## config.mk

```make
export PLATFORM = sky130hd
export DESIGN_NAME = adder_tree_pipelined
export DESIGN_NICKNAME = d
export VERILOG_FILES = /design/src/rtl/adder_tree_pipelined.sv
export SDC_FILE = /design/constraint.sdc
export NUM_CORES = 1
export LEC_CHECK = 0
export CAP_MARGIN = 5
export CELL_PAD_IN_SITES_DETAIL_PLACEMENT = 0
export CELL_PAD_IN_SITES_GLOBAL_PLACEMENT = 2
export CORE_MARGIN = 2
export CORE_UTILIZATION = 41
export CTS_BUF_LIST = sky130_fd_sc_hd__clkbuf_16
export CTS_CLUSTER_DIAMETER = 30
export DETAILED_ROUTE_END_ITERATION = 10
export GPL_ROUTABILITY_DRIVEN = 0
export GPL_TIMING_DRIVEN = 0
export MAX_ROUTING_LAYER = met4
export PLACE_DENSITY = 0.89
export RECOVER_POWER = 50
export SKIP_CTS_REPAIR_TIMING = 1
export SKIP_LAST_GASP = 1
export SYNTH_ARGS = -nofsm -noshare
export SYNTH_HDL_FRONTEND = slang
export SYNTH_SLANG_ARGS = --single-unit
```

## constraint.sdc

```tcl
create_clock -name clk -period 3.3 [get_ports clk]
set_input_delay 0.66 -clock clk [delete_from_list [all_inputs] [get_ports clk]]
set_output_delay 0.66 -clock clk [all_outputs]
set_load 0.005 [all_outputs]
```

## src/rtl/adder_tree_pipelined.sv

```systemverilog
// -----------------------------------------------------------------------------
// adder_tree_pipelined
//
// Fully pipelined binary adder tree. It sums N = 2^LEVELS leaf operands of
// ADDER_WIDTH bits each and registers every tree level. A valid/ready stream
// handshake is provided, and an optional running accumulation follows the
// final tree level.
//
// Pipeline: S0 (input register) -> S1..S_LEVELS (one register per tree level)
//           -> S_OUT (output / accumulate register).
// Latency : a beat accepted at edge t is presented with out_valid=1 after
//           edge t+LEVELS+1.
// Stall   : one global advance enable, advance = !out_valid || out_ready.
//
// Ports
//   clk       in   1              rising-edge clock
//   rst_n     in   1              asynchronous active-low reset
//   in_data   in   N*ADDER_WIDTH  packed leaves, leaf i at [i*ADDER_WIDTH +: ADDER_WIDTH]
//   in_acc    in   1              add this beat's sum onto the previous output sum
//   in_valid  in   1              input beat valid
//   in_ready  out  1              beat can be accepted this cycle (= advance)
//   out_sum   out  OUT_W          result, OUT_W = ADDER_WIDTH+LEVELS+ACC_BITS
//   out_valid out  1              out_sum valid
//   out_ready in   1              downstream accepts out_sum
// -----------------------------------------------------------------------------
module adder_tree_pipelined #(
    parameter int ADDER_WIDTH = 6,
    parameter int LEVELS      = 3,
    parameter int ACC_BITS    = 4,
    parameter int SIGNED      = 0,
    localparam int N          = 1 << LEVELS,
    localparam int OUT_W      = ADDER_WIDTH + LEVELS + ACC_BITS
) (
    input  logic                     clk,
    input  logic                     rst_n,
    input  logic [N*ADDER_WIDTH-1:0] in_data,
    input  logic                     in_acc,
    input  logic                     in_valid,
    output logic                     in_ready,
    output logic [OUT_W-1:0]         out_sum,
    output logic                     out_valid,
    input  logic                     out_ready
);

    // Bit offset of tree level k inside the flat tree register. Level j holds
    // N>>j values of ADDER_WIDTH+j bits each, levels stored back to back.
    function automatic int lvl_off(input int k);
        int o;
        o = 0;
        for (int j = 0; j < k; j++) begin
            o = o + (N >> j) * (ADDER_WIDTH + j);
        end
        return o;
    endfunction

    localparam int  TREE_BITS = lvl_off(LEVELS + 1);
    localparam int  TOP_W     = ADDER_WIDTH + LEVELS;
    localparam int  TOP_OFF   = lvl_off(LEVELS);
    localparam bit  IS_SIGNED = (SIGNED != 0);

    // Tree data for every level, plus per-stage valid and travelling in_acc.
    logic [TREE_BITS-1:0] tree_q, tree_d;
    logic [LEVELS:0]      vld_q,  vld_d;
    logic [LEVELS:0]      acc_q,  acc_d;
    logic [OUT_W-1:0]     out_sum_q,   out_sum_d;
    logic                 out_valid_q, out_valid_d;

    logic                 adv_s;
    logic [TOP_W-1:0]     top_s;
    logic [OUT_W-1:0]     top_ext_s;

    assign adv_s    = !out_valid_q || out_ready;
    assign in_ready = adv_s;

    // Level 0: input register loads only on an accepted beat.
    assign tree_d[0 +: N*ADDER_WIDTH] = (adv_s && in_valid) ? in_data
                                                            : tree_q[0 +: N*ADDER_WIDTH];

    // Levels 1..LEVELS: pairwise sums, each one bit wider than its operands,
    // so no level can overflow. A level loads only when the stage feeding it
    // holds a valid beat, so bubbles leave the data untouched.
    for (genvar k = 1; k <= LEVELS; k++) begin : g_lvl
        localparam int WI  = ADDER_WIDTH + k - 1;
        localparam int CNT = N >> k;
        localparam int OI  = lvl_off(k - 1);
        localparam int OO  = lvl_off(k);

        logic [CNT*(WI+1)-1:0] sum_s;

        for (genvar i = 0; i < CNT; i++) begin : g_add
            logic [WI-1:0] a_s;
            logic [WI-1:0] b_s;
            logic          a_ext_s;
            logic          b_ext_s;

            assign a_s     = tree_q[OI + (2*i)   * WI +: WI];
            assign b_s     = tree_q[OI + (2*i+1) * WI +: WI];
            assign a_ext_s = IS_SIGNED ? a_s[WI-1] : 1'b0;
            assign b_ext_s = IS_SIGNED ? b_s[WI-1] : 1'b0;
            assign sum_s[i*(WI+1) +: WI+1] = {a_ext_s, a_s} + {b_ext_s, b_s};
        end

        assign tree_d[OO +: CNT*(WI+1)] = (adv_s && vld_q[k-1]) ? sum_s
                                                                : tree_q[OO +: CNT*(WI+1)];
    end

    assign top_s = tree_q[TOP_OFF +: TOP_W];

    // Extend the final tree sum to the output width using operand signedness.
    always_comb begin
        top_ext_s = {OUT_W{1'b0}};
        if (IS_SIGNED) begin
            top_ext_s = OUT_W'($signed(top_s));
        end else begin
            top_ext_s = OUT_W'(top_s);
        end
    end

    // Next state of stage valid bits and the in_acc sideband travelling with each beat.
    always_comb begin
        vld_d = vld_q;
        acc_d = acc_q;
        if (adv_s) begin
            vld_d    = {vld_q[LEVELS-1:0], in_valid};
            acc_d[0] = in_valid ? in_acc : acc_q[0];
            for (int k = 1; k <= LEVELS; k++) begin
                acc_d[k] = vld_q[k-1] ? acc_q[k-1] : acc_q[k];
            end
        end else begin
            vld_d = vld_q;
            acc_d = acc_q;
        end
    end

    // Next state of the output / accumulate stage. Accumulation wraps modulo 2^OUT_W.
    always_comb begin
        out_valid_d = out_valid_q;
        out_sum_d   = out_sum_q;
        if (adv_s) begin
            out_valid_d = vld_q[LEVELS];
            if (vld_q[LEVELS]) begin
                if (acc_q[LEVELS]) begin
                    out_sum_d = out_sum_q + top_ext_s;
                end else begin
                    out_sum_d = top_ext_s;
                end
            end else begin
                out_sum_d = out_sum_q;
            end
        end else begin
            out_valid_d = out_valid_q;
            out_sum_d   = out_sum_q;
        end
    end

    // All pipeline state; reset discards in-flight beats and the accumulator.
    always_ff @(posedge clk or negedge rst_n) begin
        if (!rst_n) begin
            tree_q      <= {TREE_BITS{1'b0}};
            vld_q       <= {(LEVELS+1){1'b0}};
            acc_q       <= {(LEVELS+1){1'b0}};
            out_sum_q   <= {OUT_W{1'b0}};
            out_valid_q <= 1'b0;
        end else begin
            tree_q      <= tree_d;
            vld_q       <= vld_d;
            acc_q       <= acc_d;
            out_sum_q   <= out_sum_d;
            out_valid_q <= out_valid_d;
        end
    end

    assign out_sum   = out_sum_q;
    assign out_valid = out_valid_q;

endmodule

```

* After elaboration in Yosys (flattened, before gate mapping)
Cells that the tools add are included.
** Storage, ports and cells
- Register bits :: 123
- Input port bits :: 53
- Output and inout port bits :: 15
- Logic and storage cells :: 31
** Cells by class
- Add/subtract/negate cells :: 8
- Multiplexer cells :: 1
- Reduce and logical (&&, ||, !) cells :: 11
** Operators by type and width (count)
- 6-bit by 6-bit adder with 7-bit output :: 4
- 7-bit by 7-bit adder with 8-bit output :: 2
- 13-bit by 9-bit adder with 13-bit output :: 1
- 13-bit 2-to-1 mux :: 1
- 2-bit AND reduction :: 5
- 8-bit by 8-bit adder with 9-bit output :: 1
- 1-bit logical AND :: 4
- 1-bit logical NOT :: 1
- 1-bit logical OR :: 1

* Logic depth before layout (Yosys ltp)
- Word-level depth :: 3
- Depth in mapped cells :: 7

* Worst setup path before layout
Ideal clock, no wire load.
- Kind :: register -> register
- From :: register out_sum_q[0] (netlist: out_sum[0])
- To :: register out_sum_q[8] (netlist: out_sum[8])
- Library setup time :: 124 ps
- Arrival :: 1983 ps
- Required time :: 3176 ps
- Path slack :: 1193 ps
- Cell stages (with the launch flop) :: 8
- Buffers on the path :: 0
- Path through :: dfrtp_1 > ha_1 > fa_1 > a211oi_2 > o21ai_2 > a221oi_2 > mux2i_1 > a211o_1
** Between the ends
- Cells in the longest elaborated chain, start to end :: 2
** RTL lines
- start, declared :: RTL line 65 : logic [OUT_W-1:0] out_sum_q, out_sum_d;
- start signal, assigned :: RTL line 162 : out_sum_q <= {OUT_W{1'b0}};
- start signal, assigned :: RTL line 168 : out_sum_q <= out_sum_d;
- 13-bit by 9-bit adder with 13-bit output :: RTL line 143 : out_sum_d = out_sum_q + top_ext_s;
- 13-bit 2-to-1 mux :: RTL line 142 : if (acc_q[LEVELS]) begin
No other way between the ends.
A chain may end at the register's enable or synchronous reset.

* Worst setup path in the final report
- From :: input port out_ready
- To :: output port in_ready
** Between the ends
- Cells in the longest elaborated chain, start to end :: 1
** RTL lines
- start, declared :: RTL line 42 : input logic out_ready
- 1-bit logical OR :: RTL line 72 : assign adv_s = !out_valid_q || out_ready;
- end, declared :: RTL line 39 : output logic in_ready,
No other way between the ends.

==> parameters.txt <==
Parameter                              Value

Cells and area
  Synthesis-to-finish area growth ... 22.64%
  Ant diodes ... 0
  Share of layout cells above drive strength 1 ... 15.81%
  Nets@finish ... 805
  Filler cell count ... 1440

Power
  Power per cell area ... 1032 mW/mm2
  Overall power of the completed layout ... 8.520 mW
  Maximum vdd drop ... 0.5393 mV
  Leak ... 3.716 nW

Synthesis
  Part of the Yosys area used for sequential elements ... 45.73%
  Number of nets produced by synthesis ... 719
  Fraction of synthesis flops using an asynchronous set or reset pin ... 100.0%
  Number of unique standard cell types used by synthesis ... 48
  Dominant synthesized flop cell ... dfrtp_1
  Synthesized area per cell ... 11.16 um2
  Synthesis-stage register bit count ... 123
  YS warnings ... 0
  Number of enable-type register cells in the synthesized netlist ... 0
  Cell area after synthesis ... 0.006730 mm2
  Mapped Cells ... 603

Routing
  Total number of vias ... 4812
  Routed met1 length ... 6486 um
  Number of iterations in the first detailed-routing pass ... 4
  Routed Wire Length ... 14150 um
  Routed len/inst ... 15.42 um
  Drt initial violations ... 160
  Count of antenna-violating nets left after detailed routing ... 0
  DRC errors left ... 0
  Routed met2 length ... 6951 um
  Top routing layer used ... met4
  Detail Route met3 WL ... 517 um
  Via-to-Cell Ratio ... 5.242

Timing
  Worst-case clock skew ... 0.007377 ns
  Hold violation total from the final report ... 0
  Tightest hold margin ... 0.4891 ns
  Number of failing setup endpoints in the final timing report ... 0
  Worst rel slew slack ... -21.35%
  Least-Margin Pin Slew ... 1.820 ns
  Count of pins over their slew limit ... 32
  RSZ-0062 raised after global routing ... no
  Period minus WS final ... 2.763 ns
  Max Clk Rate ... 361.9 MHz
  Period utilisation layout ... 83.74%

Clock tree
  Clock tree from TritonCTS ... yes
  Inserted Clock Buffers ... 17
  Depth of the CTS H-tree ... 4
  Deepest clock path buffer count ... 2
  Clock-pin slew on the worst setup and hold paths ... 0.05 ns
  Sinks on Clock Net ... 123
  Buffer type at the clock tree root ... clkbuf_16
  Clk_lat worst skew ... 0.41 ns

Global route
  First-pass GRT wire length ... 24320 um
  Via count of the first global-routing pass ... 5058
  Remaining global-route overflow ... 0
  Number of antenna violations at the first check in global routing ... 0
  Maximum number of pins on one net before global-route repair ... 93
  Global routing usage summed across all routing layers ... 17.96%

Floorplanning
  Die Y ... 132.1 um
  # IOs ... 68
  Number of placement rows ... 46
  Chip Width ... 132.1 um
  Core region area ... 0.01594 mm2
  Floorplan die area ... 0.01746 mm2
  Starting density of the core ... 42.21%

Status
  Outcome ... finished with violations
  Violations in the final reports ... capacitance limit, slew limit

Setup path
  CP startpoint kind ... input pin
  Critical path required time ... 2.64 ns
  Arrival time at the worst endpoint ... 2.10 ns
  R2R setup slack ... 0.98 ns
  Biggest fanout along the worst timing path ... 18
  Crit Reg-Reg Endpoint ... out_sum[8]
  Start of the worst register-to-register path ... out_sum[0]
  Sort of element at the end of the critical path ... output port
  R2R cell count ... 7
  Type of the worst setup path ... input pin to output port

Place
  Hpwl dp ... 10730 um
  Number of port buffers ... 67

Hold path
  Worst hold start ... tree_q[50]
  Hold Path Class ... register to register
  Hold Crit Endpoint ... tree_q[50]
  Number of cells traversed by the worst hold path ... 2

Job
  Count of max-cap constraint violations ... 1
[registers in the layout (all words and copies together), names as in the netlist]
name and flops:
acc_q 4, out_sum 13, out_valid 1, tree_q 101, vld_q 4
[metrics by stage]
stage / instance area, um2 / std cells / setup TNS, ns / util, % / worst slack, ns
2_1_floorplan: 6730 / 603 / 0 / - / 1.193
4_1_cts: 8265 / 919 / 0 / 51.84 / 0.04974
3_3_place_gp: 7671 / 886 / -397.00 / 48.12 / -3.238
3_5_place_dp: 7700 / 887 / 0 / 48.30 / 0.05812
5_1_grt: 8254 / 918 / 0 / 51.77 / 0.4257
6_report: 8254 / 918 / 0 / 51.77 / 0.5366
[placed cells by master (no fill, tap or decap), types with 2 or more instances in the layout]
| cell | synthesis | final |
|---|---|---|
| a211o_1 | 6 | 6 |
| a211oi_1 | 3 | 3 |
| a211oi_2 | 2 | 2 |
| a21o_1 | 19 | 19 |
| a21oi_1 | 36 | 36 |
| a31oi_1 | 3 | 3 |
| buf_2 | 13 | 13 |
| bufinv_16 | 0 | 3 |
| clkbuf_1 | 8 | 8 |
| clkbuf_16 | 0 | 17 |
| clkdlybuf4s50_1 | 0 | 60 |
| clkinv_1 | 0 | 5 |
| clkinv_2 | 0 | 4 |
| dfrtp_1 | 123 | 123 |
| dlygate4sd3_1 | 0 | 6 |
| fa_1 | 8 | 8 |
| ha_1 | 55 | 55 |
| inv_1 | 15 | 18 |
| mux2_2 | 66 | 66 |
| mux2i_1 | 12 | 12 |
| nand2_1 | 55 | 55 |
| nand3_1 | 11 | 11 |
| nand3b_1 | 2 | 2 |
| nand4_1 | 6 | 6 |
| nor2_1 | 16 | 16 |
| nor3_1 | 14 | 14 |
| nor3b_1 | 18 | 18 |
| nor4_1 | 2 | 2 |
| o211ai_1 | 3 | 3 |
| o21ai_0 | 42 | 42 |
| o21ai_1 | 4 | 4 |
| o21bai_1 | 12 | 12 |
| o31ai_1 | 2 | 2 |
| or3_1 | 2 | 2 |
| xnor2_1 | 24 | 24 |
| xor2_1 | 3 | 3 |
[worst max path at each step]
| stage | startpoint | endpoint | slack (ns) | cells past startpoint |
|---|---|---|---|---|
| 6_report | out_ready | in_ready | 0.54 | 4 |
| 5_1_grt | out_ready | in_ready | 0.43 | 4 |
| 4_1_cts | out_ready | in_ready | 0.05 | 5 |
| 3_5_place_dp | out_ready | in_ready | 0.06 | 5 |
| 3_3_place_gp | rst_n | tree_q[38] | -3.24 | 1 |
| 2_1_floorplan | out_sum[0] | out_sum[8] | 1.19 | 7 |
[metal layers]
metal | track usage, % | up-vias
met5 | - | -
met4 | 5.616 | 0
met3 | 4.998 | 14
met2 | 29.11 | 90
met1 | 21.83 | 2351
li1 | - | 2357
[cells in the mapped netlist, drive strengths merged, types with 11 or more instances]
cell type / n / area share, %
nand3: 11 / 0.82
buf: 13 / 0.97
o21ai: 47 / 3.6
mux2: 66 / 11
inv: 16 / 0.89
o21bai: 12 / 1.3
nor3b: 18 / 2.0
nand2: 55 / 3.1
ha: 55 / 10
a21oi: 36 / 2.7
xnor2: 24 / 3.1
dfrtp: 123 / 46
nor3: 14 / 1.0
mux2i: 12 / 1.8
nor2: 16 / 0.89
a21o: 20 / 2.2
[power by group]
group	internal (mW)	total, mW	leakage [nW]	switching, mW
registers	2.14	2.61	1.48	0.467
logic	2.01	4.11	1.95	2.10
clock network	1.16	1.80	0.291	0.643
total	5.31	8.52	3.72	3.21
[final cells by class]
type / instances / area (um2) / area share (%)
well taps: 216 / 270.3 / 3.274
clock inverters: 15 / 140.1 / 1.698
plain buffers: 20 / 91.34 / 1.107
inverters: 16 / 60.06 / 0.7276
flip-flops and latches: 123 / 3078 / 37.29
repair buffers: 68 / 691.9 / 8.383
multi-input cells: 443 / 3497 / 42.37
clock buffers: 17 / 425.4 / 5.154
[kinds of logic after synthesis]
| group | synth area share [%] |
|---|---|
| simple gates | 9.816 |
| mux | 12.83 |
| compound gates | 13.20 |
| buf+inv | 2.305 |
| flops | 45.73 |
| fa+ha+maj | 12.60 |
| xor+xnor | 3.514 |
[critical path, stage by stage]
cell and delay (ns):
clkdlybuf4s50_1 0.41, nor2b_2 0.28, inv_2 0.24, clkdlybuf4s50_1 0.51
No activity file was read; power rests on OpenSTA's default activity.
